File: src/rtl/grouped_rr_arbiter_if.sv
// Request/grant bundle between requesters and the grouped round-robin arbiter.
// The requester side drives req; the arbiter drives the registered grant signals.
interface grouped_rr_arbiter_if #(
  parameter int N = 8
);
  localparam int IW = $clog2(N);

  logic [N-1:0]  req;
  logic [N-1:0]  grant;
  logic          grant_valid;
  logic [IW-1:0] grant_id;

  modport master (output req, input grant, input grant_valid, input grant_id);
  modport slave  (input req, output grant, output grant_valid, output grant_id);
endinterface

File: src/rtl/grouped_rr_arbiter.sv
// Registered two-level round-robin arbiter: alternates between two halves of req,
// rotates within each half, and pre-empts a holder after MAX_HOLD cycles under contention.
module grouped_rr_arbiter #(
  parameter int N        = 8,
  parameter int MAX_HOLD = 4
) (
  input  logic                clk,
  input  logic                rst_n,
  grouped_rr_arbiter_if.slave bus
);
  localparam int L  = N / 2;
  localparam int IW = $clog2(N);
  localparam int LW = $clog2(L);
  localparam int HW = (MAX_HOLD > 0) ? $clog2(MAX_HOLD + 1) : 1;

  localparam logic [HW-1:0] HOLD_MAX = HW'(MAX_HOLD);
  localparam logic [LW-1:0] LAST_M   = LW'(L - 1);
  localparam logic [IW-1:0] GRP1_BASE = IW'(L);

  typedef enum logic {IDLE, BUSY} state_t;

  state_t        state;
  logic          gptr;
  logic [LW-1:0] lptr0;
  logic [LW-1:0] lptr1;
  logic [IW-1:0] cur;
  logic [HW-1:0] hold_cnt;

  // Returns {found, index}: preferred group if it has any request, else the other,
  // then first set bit at or above that group's pointer, wrapping within the group.
  function automatic logic [IW:0] pick(input logic [N-1:0]  r,
                                       input logic          gp,
                                       input logic [LW-1:0] p0,
                                       input logic [LW-1:0] p1);
    logic          g;
    logic [L-1:0]  bits;
    logic [LW-1:0] p;
    logic [IW:0]   res;
    int            m;
    res  = '0;
    g    = (gp ? |r[N-1:L] : |r[L-1:0]) ? gp : ~gp;
    bits = g ? r[N-1:L] : r[L-1:0];
    p    = g ? p1 : p0;
    for (int i = 0; i < L; i++) begin
      m = int'(p) + i;
      if (m >= L) m = m - L;
      if (!res[IW] && bits[LW'(m)]) res = {1'b1, IW'(m + (g ? L : 0))};
    end
    return res;
  endfunction

  function automatic logic [LW-1:0] next_member(input logic [LW-1:0] m);
    return (m == LAST_M) ? '0 : m + 1'b1;
  endfunction

  logic          cur_g;
  logic [LW-1:0] cur_m;
  logic [LW-1:0] rel_lp0;
  logic [LW-1:0] rel_lp1;
  logic [IW:0]   win_now;
  logic [IW:0]   win_rel;
  logic          others;
  logic          release_now;

  always_comb begin
    cur_g       = (cur >= GRP1_BASE);
    cur_m       = cur_g ? LW'(cur - GRP1_BASE) : LW'(cur);
    rel_lp0     = cur_g ? lptr0 : next_member(cur_m);
    rel_lp1     = cur_g ? next_member(cur_m) : lptr1;
    win_now     = pick(bus.req, gptr, lptr0, lptr1);
    // Re-arbitration on release already sees the rotated pointers.
    win_rel     = pick(bus.req, ~cur_g, rel_lp0, rel_lp1);
    others      = |(bus.req & ~(N'(1) << cur));
    release_now = !bus.req[cur] ||
                  ((MAX_HOLD != 0) && (hold_cnt == HOLD_MAX) && others);
  end

  always_ff @(posedge clk or negedge rst_n) begin
    if (!rst_n) begin
      state           <= IDLE;
      gptr            <= 1'b0;
      lptr0           <= '0;
      lptr1           <= '0;
      cur             <= '0;
      hold_cnt        <= '0;
      bus.grant       <= '0;
      bus.grant_valid <= 1'b0;
      bus.grant_id    <= '0;
    end else begin
      case (state)
        IDLE: begin
          if (win_now[IW]) begin
            state           <= BUSY;
            cur             <= win_now[IW-1:0];
            hold_cnt        <= HW'(1);
            bus.grant       <= N'(1) << win_now[IW-1:0];
            bus.grant_valid <= 1'b1;
            bus.grant_id    <= win_now[IW-1:0];
          end
        end
        BUSY: begin
          if (release_now) begin
            gptr  <= ~cur_g;
            lptr0 <= rel_lp0;
            lptr1 <= rel_lp1;
            if (win_rel[IW]) begin
              cur             <= win_rel[IW-1:0];
              hold_cnt        <= HW'(1);
              bus.grant       <= N'(1) << win_rel[IW-1:0];
              bus.grant_valid <= 1'b1;
              bus.grant_id    <= win_rel[IW-1:0];
            end else begin
              state           <= IDLE;
              hold_cnt        <= '0;
              bus.grant       <= '0;
              bus.grant_valid <= 1'b0;
              bus.grant_id    <= '0;
            end
          end else if ((MAX_HOLD != 0) && (hold_cnt != HOLD_MAX)) begin
            hold_cnt <= hold_cnt + 1'b1;
          end
        end
        default: state <= IDLE;
      endcase
    end
  end
endmodule
File: src/flat_wrapper.sv
// flat-port wrapper written by rule: the top's interface ports become plain ports
module grouped_rr_arbiter_flat 
#(
  parameter int N        = 8,
  parameter int MAX_HOLD = 4
)
  (clk, rst_n, bus_req, bus_grant, bus_grant_valid, bus_grant_id);
  grouped_rr_arbiter_if #(.N(N)) bus_i ();
  input  logic clk;
  input  logic rst_n;
  input wire logic [$bits(bus_i.req)-1:0] bus_req;
  output wire logic [$bits(bus_i.grant)-1:0] bus_grant;
  output wire logic [$bits(bus_i.grant_valid)-1:0] bus_grant_valid;
  output wire logic [$bits(bus_i.grant_id)-1:0] bus_grant_id;
  assign bus_i.req = bus_req;
  assign bus_grant = bus_i.grant;
  assign bus_grant_valid = bus_i.grant_valid;
  assign bus_grant_id = bus_i.grant_id;
  grouped_rr_arbiter #(.N(N), .MAX_HOLD(MAX_HOLD)) u_core (.clk(clk), .rst_n(rst_n), .bus(bus_i));
endmodule
File: config.mk
export PLATFORM = sky130hd
export DESIGN_NAME = grouped_rr_arbiter_flat
export DESIGN_NICKNAME = d
export VERILOG_FILES = /design/src/rtl/grouped_rr_arbiter_if.sv /design/src/rtl/grouped_rr_arbiter.sv /design/src/flat_wrapper.sv
export SDC_FILE = /design/constraint.sdc
export NUM_CORES = 1
export LEC_CHECK = 0
export BUFFER_PORTS_ARGS = -buffer_cell sky130_fd_sc_hd__buf_2
export CAP_MARGIN = 20
export CORE_ASPECT_RATIO = 0.6
export CORE_MARGIN = 4
export CORE_UTILIZATION = 40
export CTS_BUF_LIST = sky130_fd_sc_hd__clkbuf_16
export DETAILED_ROUTE_END_ITERATION = 8
export PLACE_DENSITY_LB_ADDON = 0.2
export REMOVE_ABC_BUFFERS = 1
export SLEW_MARGIN = 20
export SYNTH_ARGS = -nofsm -noshare
export SYNTH_HDL_FRONTEND = slang
export SYNTH_SLANG_ARGS = --single-unit
File: constraint.sdc
create_clock -name clk -period 5.45 [get_ports clk]
set_input_delay 0.545 -clock clk [delete_from_list [all_inputs] [get_ports clk]]
set_output_delay 0.545 -clock clk [all_outputs]
set_load 0.05 [all_outputs]
==> results of run 1 <==
layer usage:
layer  share of wire (%)  vias up
li1                    -      923
met1                  54      913
met2                  39       48
met3                 6.2        7
met4                 1.2        0
met5                   0        -
layout by cell type (no fill, tap or decap), types with 3 or more instances in the layout:
master	n
nand2_1	24
dfrtp_1	24
nor2_1	21
buf_2	21
o21ai_0	13
mux2_2	10
nor3_1	8
inv_1	7
a22oi_1	7
mux2i_1	7
nand2b_1	6
ha_1	6
a211o_1	5
nor4_1	5
a21oi_1	5
nand3_1	5
nor4b_1	4
o31ai_1	4
nor3b_1	4
a211oi_1	4
or4_1	3
o211ai_1	3
clkbuf_16	3
registers in the layout, summed over array words and instances, names as in the netlist:
name and count:
u_core.bus.grant 8, u_core.bus.grant_id 3, u_core.cur 3, u_core.hold_cnt 3, u_core.lptr0 2, u_core.lptr1 2, u_core.bus.grant_valid 1, u_core.gptr 1
u_core.state 1
cells in the mapped netlist (3+ instances only):
cell	n
o211ai_1	3
buf_2	4
or4_1	3
mux2i_1	7
a211o_1	5
dfrtp_1	24
mux2_2	10
clkbuf_1	12
ha_1	6
a22oi_1	7
nor3_1	8
inv_1	7
nor3b_1	4
o31ai_1	4
o21ai_0	13
nor4_1	5
nand2b_1	6
a211oi_1	4
nor4b_1	4
a21oi_1	5
nand2_1	24
nand3_1	5
nor2_1	21
power by group through the flow:
stage          Clock, mW  Sequential, mW  Combinational [mW]
2_1_floorplan          0           0.413               0.572
3_3_place_gp           0           0.352               0.842
3_5_place_dp           0           0.354               0.848
4_1_cts            0.217           0.351               0.852
5_1_grt            0.227           0.366               0.940
6_report           0.209           0.351               0.856
cells by family after synthesis:
| logic type | synth area share (%) |
|---|---|
| mux | 12.9 |
| simple gates | 24.1 |
| buf+inv | 4.82 |
| compound gates | 25.2 |
| fa+ha+maj | 3.66 |
| flops | 29.3 |
worst max-delay path by stage:
stage / to / slack [ps] / cells after the start
2_1_floorplan: u_core.bus.grant[1]$_DFFE_PN0P_ / 2410 / 7
5_1_grt: u_core.bus.grant[4]$_DFFE_PN0P_ / 2150 / 8
3_3_place_gp: u_core.bus.grant[1]$_DFFE_PN0P_ / 2110 / 8
6_report: u_core.bus.grant[1]$_DFFE_PN0P_ / 2260 / 8
4_1_cts: u_core.bus.grant[1]$_DFFE_PN0P_ / 2290 / 8
3_5_place_dp: u_core.bus.grant[1]$_DFFE_PN0P_ / 2040 / 8
cell type report:
type	instances	area [µm²]	share of cell area (%)
Multi-Input combinational cell	187	1350	59.1
Sequential cell	24	601	26.3
Timing Repair Buffer	23	120	5.26
Tap cell	63	78.8	3.45
Clock buffer	3	75.1	3.29
Clock inverter	1	30.0	1.31
Inverter	8	30.0	1.31
==> out/metrics.cfg, run 1 <==
[logic_synthesis]
ys_ff_latch = 24
yosysWarnings = 0
synth_edf_count = 0
synth_top_cell_by_area = dfrtp_1
syn_inst = 236
ys_seq_area_share_pct = 29.3
synth_cell_types = 57
synth_area_mm2 = 0.00205
synth_top_area_share_pct = 29.3
async_reset_ff_share_pct = 100
synthFlopType = dfrtp_1
synthTopCellsByArea = dfrtp_1 29%, mux2_2 5.5%, nand2_1 4.4%
syn_area_per_cell_um2 = 8.68

[critical_path]
path_delay_family = simple AND/OR/NAND/NOR gates
start_kind = input pin
arrival_ps = 3380
path_max_fanout = 14
reg2reg_depth = 8
crit_buf_inv = 1
crit_chain = buf_2, or4_1, mux2i_4, mux2i_1, mux2_4, a2111o_1, or3_1, nand3_1
r2r_end = u_core.bus.grant[4]$_DFFE_PN0P_
cp_slowest_cell = or4_1
rr_startpoint = u_core.cur[0]$_DFFE_PN0P_
cpPeakStageDelay_ps = 710
crit_type = in2reg
crit_start = bus_req[4]
worstPathRequired_ps = 5650
endpoint_kind = flop
r2r_slack_ps = 2430

[cts]
cts_root_buffer = clkbuf_16
clock-sinks = 24
cts-hold-fix-buffers = 0
clk_latency_ps = 260
cts_setup_buffers = 0
h-tree-depth = 1
ctsResizeCount = 0
path_clk_slew_ps = 60
max-clock-path-buffers = 2
cts_inserted_buffers = 3
cts_tree = done

[global_route]
grt_pass1_wl_um = 9420
grtUsageMet1_pct = 29.8
use_met2_pct = 23.8
busiest_layer = met1
grt_max_degree = 29
antenna_found_initial = 0
grt_pass1_vias = 1807
met3_usage_pct = 3.75
grt_overflow = 0
track_usage_pct = 18.5

[floorplan]
coreArea_mm2 = 0.00475
io_pins = 22
start_util_pct = 43.1
fp.dieW_um = 100
std_cell_rows = 19
die_y_um = 63.4
dieArea_mm2 = 0.00637

[sta]
period_share_pct = 58.4
finalHoldViolations = 0
maxSlewViolCount = 0
min_period_ps = 3190
relSlewSlack_pct = 42.2
setup_viol = 0
rsz0062_at_grt = false
worstMarginPinSlew_ps = 868
fmax_ghz = 0.314
setup_tns_ps = 0
worst_slack_ps = 2260
finClkSkew_ps = 4.00
whs_ps = 266

[drt]
vias = 1891
drc_errors = 0
first_pass_iters = 4
wl_per_cell_um = 17.8
vias_per_cell = 6.12
first_iter_violations = 124
wirelength_um = 5490
antenna_left = 0

[placed_design]
portBuffers = 21
preCtsSetupSlack_ps = 2040
placedCellCount = 305
hpwl_um = 4120
gp_congestion = 0.890
placed_area_mm2 = 0.00218

[power_and_ir_drop]
switching_power_uw = 676
power_density_mw_per_mm2 = 620
clkPwrFrac_pct = 14.8
p_leak_nw = 0.953
switching_share_pct = 47.7
internal-power_uw = 741
seq_power_share_pct = 24.8
vdd_drop_max_v = 0.000264
pwr-share-comb_pct = 60.4
power_mw = 1.42

[outcome]
outcome = complete, no violations

[finish]
antenna_cells = 0
area_delta_synth_final_pct = 11.5
fin_util_pct = 48.1
num-fill-cells = 457
final_cells = 309
stdcell_area_mm2 = 0.00228
drive_gt1_share_pct = 18.3
finalNetCount = 263

[run]
maxCapViolCount = 0

[worst_hold_path]
hold_path.class = in2async

No activity file was read; power rests on OpenSTA's default activity.
==> run 2: changes to the inputs <==
==> constraint.sdc (replaced) <==
create_clock -name clk -period 3.1 [get_ports clk]
set_input_delay 0.31 -clock clk [delete_from_list [all_inputs] [get_ports clk]]
set_output_delay 0.31 -clock clk [all_outputs]
set_load 0.05 [all_outputs]
==> out/metrics.cfg, run 2 (synthesis gave the netlist of run 1 again) <==
[outcome]
outcome = complete, no violations

[cts]
h-tree-depth = 1
cts_tree = done
path_clk_slew_ps = 60
max-clock-path-buffers = 2
cts_setup_buffers = 0
clk_latency_ps = 260
cts_root_buffer = clkbuf_16
cts_inserted_buffers = 3
cts-hold-fix-buffers = 0
ctsResizeCount = 0
clock-sinks = 24

[floorplan]
fp.dieW_um = 100
io_pins = 22
start_util_pct = 43.1
dieArea_mm2 = 0.00637
coreArea_mm2 = 0.00475
std_cell_rows = 19
die_y_um = 63.4

[global_route]
grt_pass1_vias = 1713
grt_pass1_wl_um = 9180
grt_max_degree = 25
grt_overflow = 0
track_usage_pct = 18.1
antenna_found_initial = 0

[drt]
antenna_left = 0
wirelength_um = 5620
first_pass_iters = 4
vias = 1927
wl_per_cell_um = 17.3
drc_errors = 0
vias_per_cell = 5.95
first_iter_violations = 183

[run]
maxCapViolCount = 0

[critical_path]
cp-endpoint = u_core.bus.grant[2]$_DFFE_PN0P_
path_delay_family = simple AND/OR/NAND/NOR gates
rr_startpoint = u_core.cur[0]$_DFFE_PN0P_
path_depth = 8
reg2reg_depth = 8
worstPathRequired_ps = 3300
crit_chain = inv_1, ha_1, and3_1, or4_1, mux2i_1, o221a_2, nor4_1, a211o_1
arrival_ps = 3090
cp_slowest_cell = or4_1
crit_type = reg2reg
endpoint_kind = flop
cpPeakStageDelay_ps = 600
r2r_end = u_core.bus.grant[2]$_DFFE_PN0P_
path_max_fanout = 9
crit_start = u_core.cur[0]$_DFFE_PN0P_
start_kind = flop
crit_buf_inv = 1
r2r_slack_ps = 210

[sta]
relSlewSlack_pct = 52.3
rsz0062_at_grt = false
worstMarginPinSlew_ps = 711
setup_viol = 0
setup_tns_ps = 0
maxSlewViolCount = 0
min_period_ps = 2890
finalHoldViolations = 0
finClkSkew_ps = 4.72
fmax_ghz = 0.346
period_share_pct = 93.1

[worst_hold_path]
hold_path.class = in2async

[placed_design]
gp_congestion = 0.904
hpwl_um = 4300
portBuffers = 21

[finish]
fin_util_pct = 49.9
regMostFlops = u_core.bus.grant
largest_reg_flops = 8
final_cell_mix = 24 x nand2_1, 24 x dfrtp_1, 21 x nor2_1, 21 x buf_2, 17 x buf_4
antenna_cells = 0
drive_gt1_share_pct = 22.6
area_delta_synth_final_pct = 15.7
finalNetCount = 278

[power_and_ir_drop]
vdd_drop_max_v = 0.000470
power_density_mw_per_mm2 = 1060
p_leak_nw = 1.01

==> run 2: cell count changes in the layout (fill, tap and decap cells not counted), sizes merged <==
cell	change
bufinv	-1
clkinv	+1
buf	+15
==> run 2: how the worst min path moves through the flow <==
stage	slack, ps	from	depth (start not counted)	to
final	30	rst_n	1	u_core.hold_cnt[2]$_DFFE_PN0P_
after global routing	80	rst_n	1	u_core.hold_cnt[2]$_DFFE_PN0P_
after detailed placement	320	rst_n	1	u_core.hold_cnt[2]$_DFFE_PN0P_
after CTS	50	rst_n	1	u_core.bus.grant_id[0]$_DFFE_PN0P_
after floorplan	10	rst_n	0	u_core.bus.grant[0]$_DFFE_PN0P_
after global placement	330	rst_n	1	u_core.hold_cnt[2]$_DFFE_PN0P_
==> run 2: per-stage QoR <==
stage	power, mW	setup WS, ps	instance area (µm²)	hold WS [ps]	instances
after floorplan	1.73	295	1980	14.4	219
after global placement	2.21	84.0	2290	327	320
after detailed placement	2.22	108	2290	320	320
after CTS	2.51	205	2370	47.2	324
after global routing	2.72	84.3	2370	76.9	324
final	2.51	213	2370	30.9	324
==> run 2: power breakdown <==
group / internal, mW / switching (mW) / leakage, nW
sequential: 0.437 / 0.152 / 0.294
clock: 0.172 / 0.105 / 0.0385
combinational: 0.691 / 0.958 / 0.680
==> run 2: area by class of cell <==
type / count / area [µm²]
fill: 473 / 2380
multi-input combinational: 187 / 1350
sequential: 24 / 601
timing repair buffer: 38 / 233
tap: 63 / 78.8
clock buffer: 3 / 75.1
inverter: 8 / 30.0
clock inverter: 1 / 3.75
==> run 2: routing by layer <==
layer	vias to the layer above	global-route usage (%)	routed length, µm
met2	71	22.0	2050
met5	-	0	0
met4	0	2.02	26
met3	4	6.06	628
met1	891	30.2	2920
li1	961	-	-
==> run 3: changes to the inputs <==
--- a/config.mk
+++ b/config.mk
@@ -9,7 +9,7 @@
 export CAP_MARGIN = 20
 export CORE_ASPECT_RATIO = 0.6
 export CORE_MARGIN = 4
-export CORE_UTILIZATION = 40
+export CORE_UTILIZATION = 50
 export CTS_BUF_LIST = sky130_fd_sc_hd__clkbuf_16
 export DETAILED_ROUTE_END_ITERATION = 8
 export PLACE_DENSITY_LB_ADDON = 0.2
==> out/metrics.cfg, run 3 (synthesis gave the netlist of run 1 again) <==
[outcome]
outcome = complete, no violations

[sta]
setup_tns_ps = 0
finClkSkew_ps = 3.66
relSlewSlack_pct = 49.1
setup_viol = 0
period_share_pct = 93.4
worstMarginPinSlew_ps = 759
min_period_ps = 2900
fmax_ghz = 0.345
rsz0062_at_grt = false
maxSlewViolCount = 0
finalHoldViolations = 0

[cts]
cts_tree = done
cts_inserted_buffers = 3
cts_root_buffer = clkbuf_16
clk_latency_ps = 260
cts_setup_buffers = 0
ctsResizeCount = 0
max-clock-path-buffers = 2
h-tree-depth = 1
clock-sinks = 24
cts-hold-fix-buffers = 0
path_clk_slew_ps = 60

[finish]
stdcell_area_mm2 = 0.00231
drive_gt1_share_pct = 21.1
area_delta_synth_final_pct = 12.9
antenna_cells = 0
finalNetCount = 273
largest_reg_flops = 8
regMostFlops = u_core.bus.grant
final_cell_mix = 24 x nand2_1, 24 x dfrtp_1, 21 x nor2_1, 21 x buf_2, 13 x o21ai_0
final_cells = 303

[drt]
drc_errors = 0
vias_per_cell = 6.44
first_pass_iters = 5
vias = 1950
first_iter_violations = 183
wl_per_cell_um = 17.9
wirelength_um = 5420
antenna_left = 0

[global_route]
grt_max_degree = 25
track_usage_pct = 22.0
grt_pass1_vias = 1798
grt_pass1_wl_um = 9320
antenna_found_initial = 0
grt_overflow = 0

[critical_path]
crit_type = reg2reg
endpoint_kind = flop
start_kind = flop
path_max_fanout = 9
crit_chain = inv_1, ha_1, and3_1, or4_1, mux2i_1, o221a_2, nor4_1, a211o_1
reg2reg_depth = 8
crit_start = u_core.cur[0]$_DFFE_PN0P_
r2r_slack_ps = 200
cpPeakStageDelay_ps = 600
rr_startpoint = u_core.cur[0]$_DFFE_PN0P_
worstPathRequired_ps = 3290
arrival_ps = 3090
r2r_end = u_core.bus.grant[0]$_DFFE_PN0P_
cp_slowest_cell = or4_1

[power_and_ir_drop]
vdd_drop_max_v = 0.000526
p_leak_nw = 0.989
power_density_mw_per_mm2 = 1070
power_mw = 2.49

[floorplan]
fp.dieW_um = 90.7
coreArea_mm2 = 0.00381
io_pins = 22
std_cell_rows = 17
die_y_um = 57.6
start_util_pct = 53.8
dieArea_mm2 = 0.00522

[placed_design]
gp_congestion = 0.970
placedCellCount = 299
portBuffers = 21
hpwl_um = 4050
placed_area_mm2 = 0.00223

[run]
maxCapViolCount = 0

[worst_hold_path]
hold_path.class = in2async

[run 3: cell type report]
| type | count | area [µm²] |
|---|---|---|
| inverter | 8 | 30.0 |
| clock inverter | 1 | 3.75 |
| tap | 47 | 58.8 |
| fill | 363 | 1490 |
| clock buffer | 3 | 75.1 |
| timing repair buffer | 33 | 195 |
| multi-input combinational | 187 | 1350 |
| sequential | 24 | 601 |
[run 3: report_power, final]
group          internal [mW]  switching, mW
Clock                  0.172          0.105
Combinational          0.664          0.953
Sequential             0.437          0.155
[run 3: worst max path at each step]
stage / end / slack, ps / cells after the start
6_report: u_core.bus.grant[0]$_DFFE_PN0P_ / 200 / 8
5_1_grt: u_core.bus.grant[0]$_DFFE_PN0P_ / 70 / 8
3_3_place_gp: u_core.bus.grant[0]$_DFFE_PN0P_ / 130 / 8
2_1_floorplan: u_core.bus.grant[1]$_DFFE_PN0P_ / 300 / 7
4_1_cts: u_core.bus.grant[0]$_DFFE_PN0P_ / 240 / 8
3_5_place_dp: u_core.bus.grant[0]$_DFFE_PN0P_ / 130 / 8
[run 3: metal layers]
layer / vias up / track usage (%) / wire length (µm)
met1: 928 / 36.4 / 2750
met2: 80 / 28.8 / 2190
met5: - / 0 / 0
met3: 2 / 4.08 / 473
met4: 0 / 3.92 / 10
li1: 940 / - / -
[run 3: through the flow]
| stage | setup slack (ps) | hold WS, ps | util (%) |
|---|---|---|---|
| after global routing | 67.2 | 73.0 | 60.8 |
| final | 205 | 28.8 | 60.8 |
| after floorplan | 295 | 14.4 | - |
| after CTS | 239 | 46.7 | 60.8 |
| after detailed placement | 130 | 315 | 58.7 |
| after global placement | 132 | 321 | 58.7 |
[run 3: worst max-delay path: cells and delay by family, from the launching register on]
kind	cells	cell delay [ps]
simple gates	3	1180
buf+inv	1	110
fa+ha+maj	1	380
mux	1	150
flops	1	510
compound gates	2	500
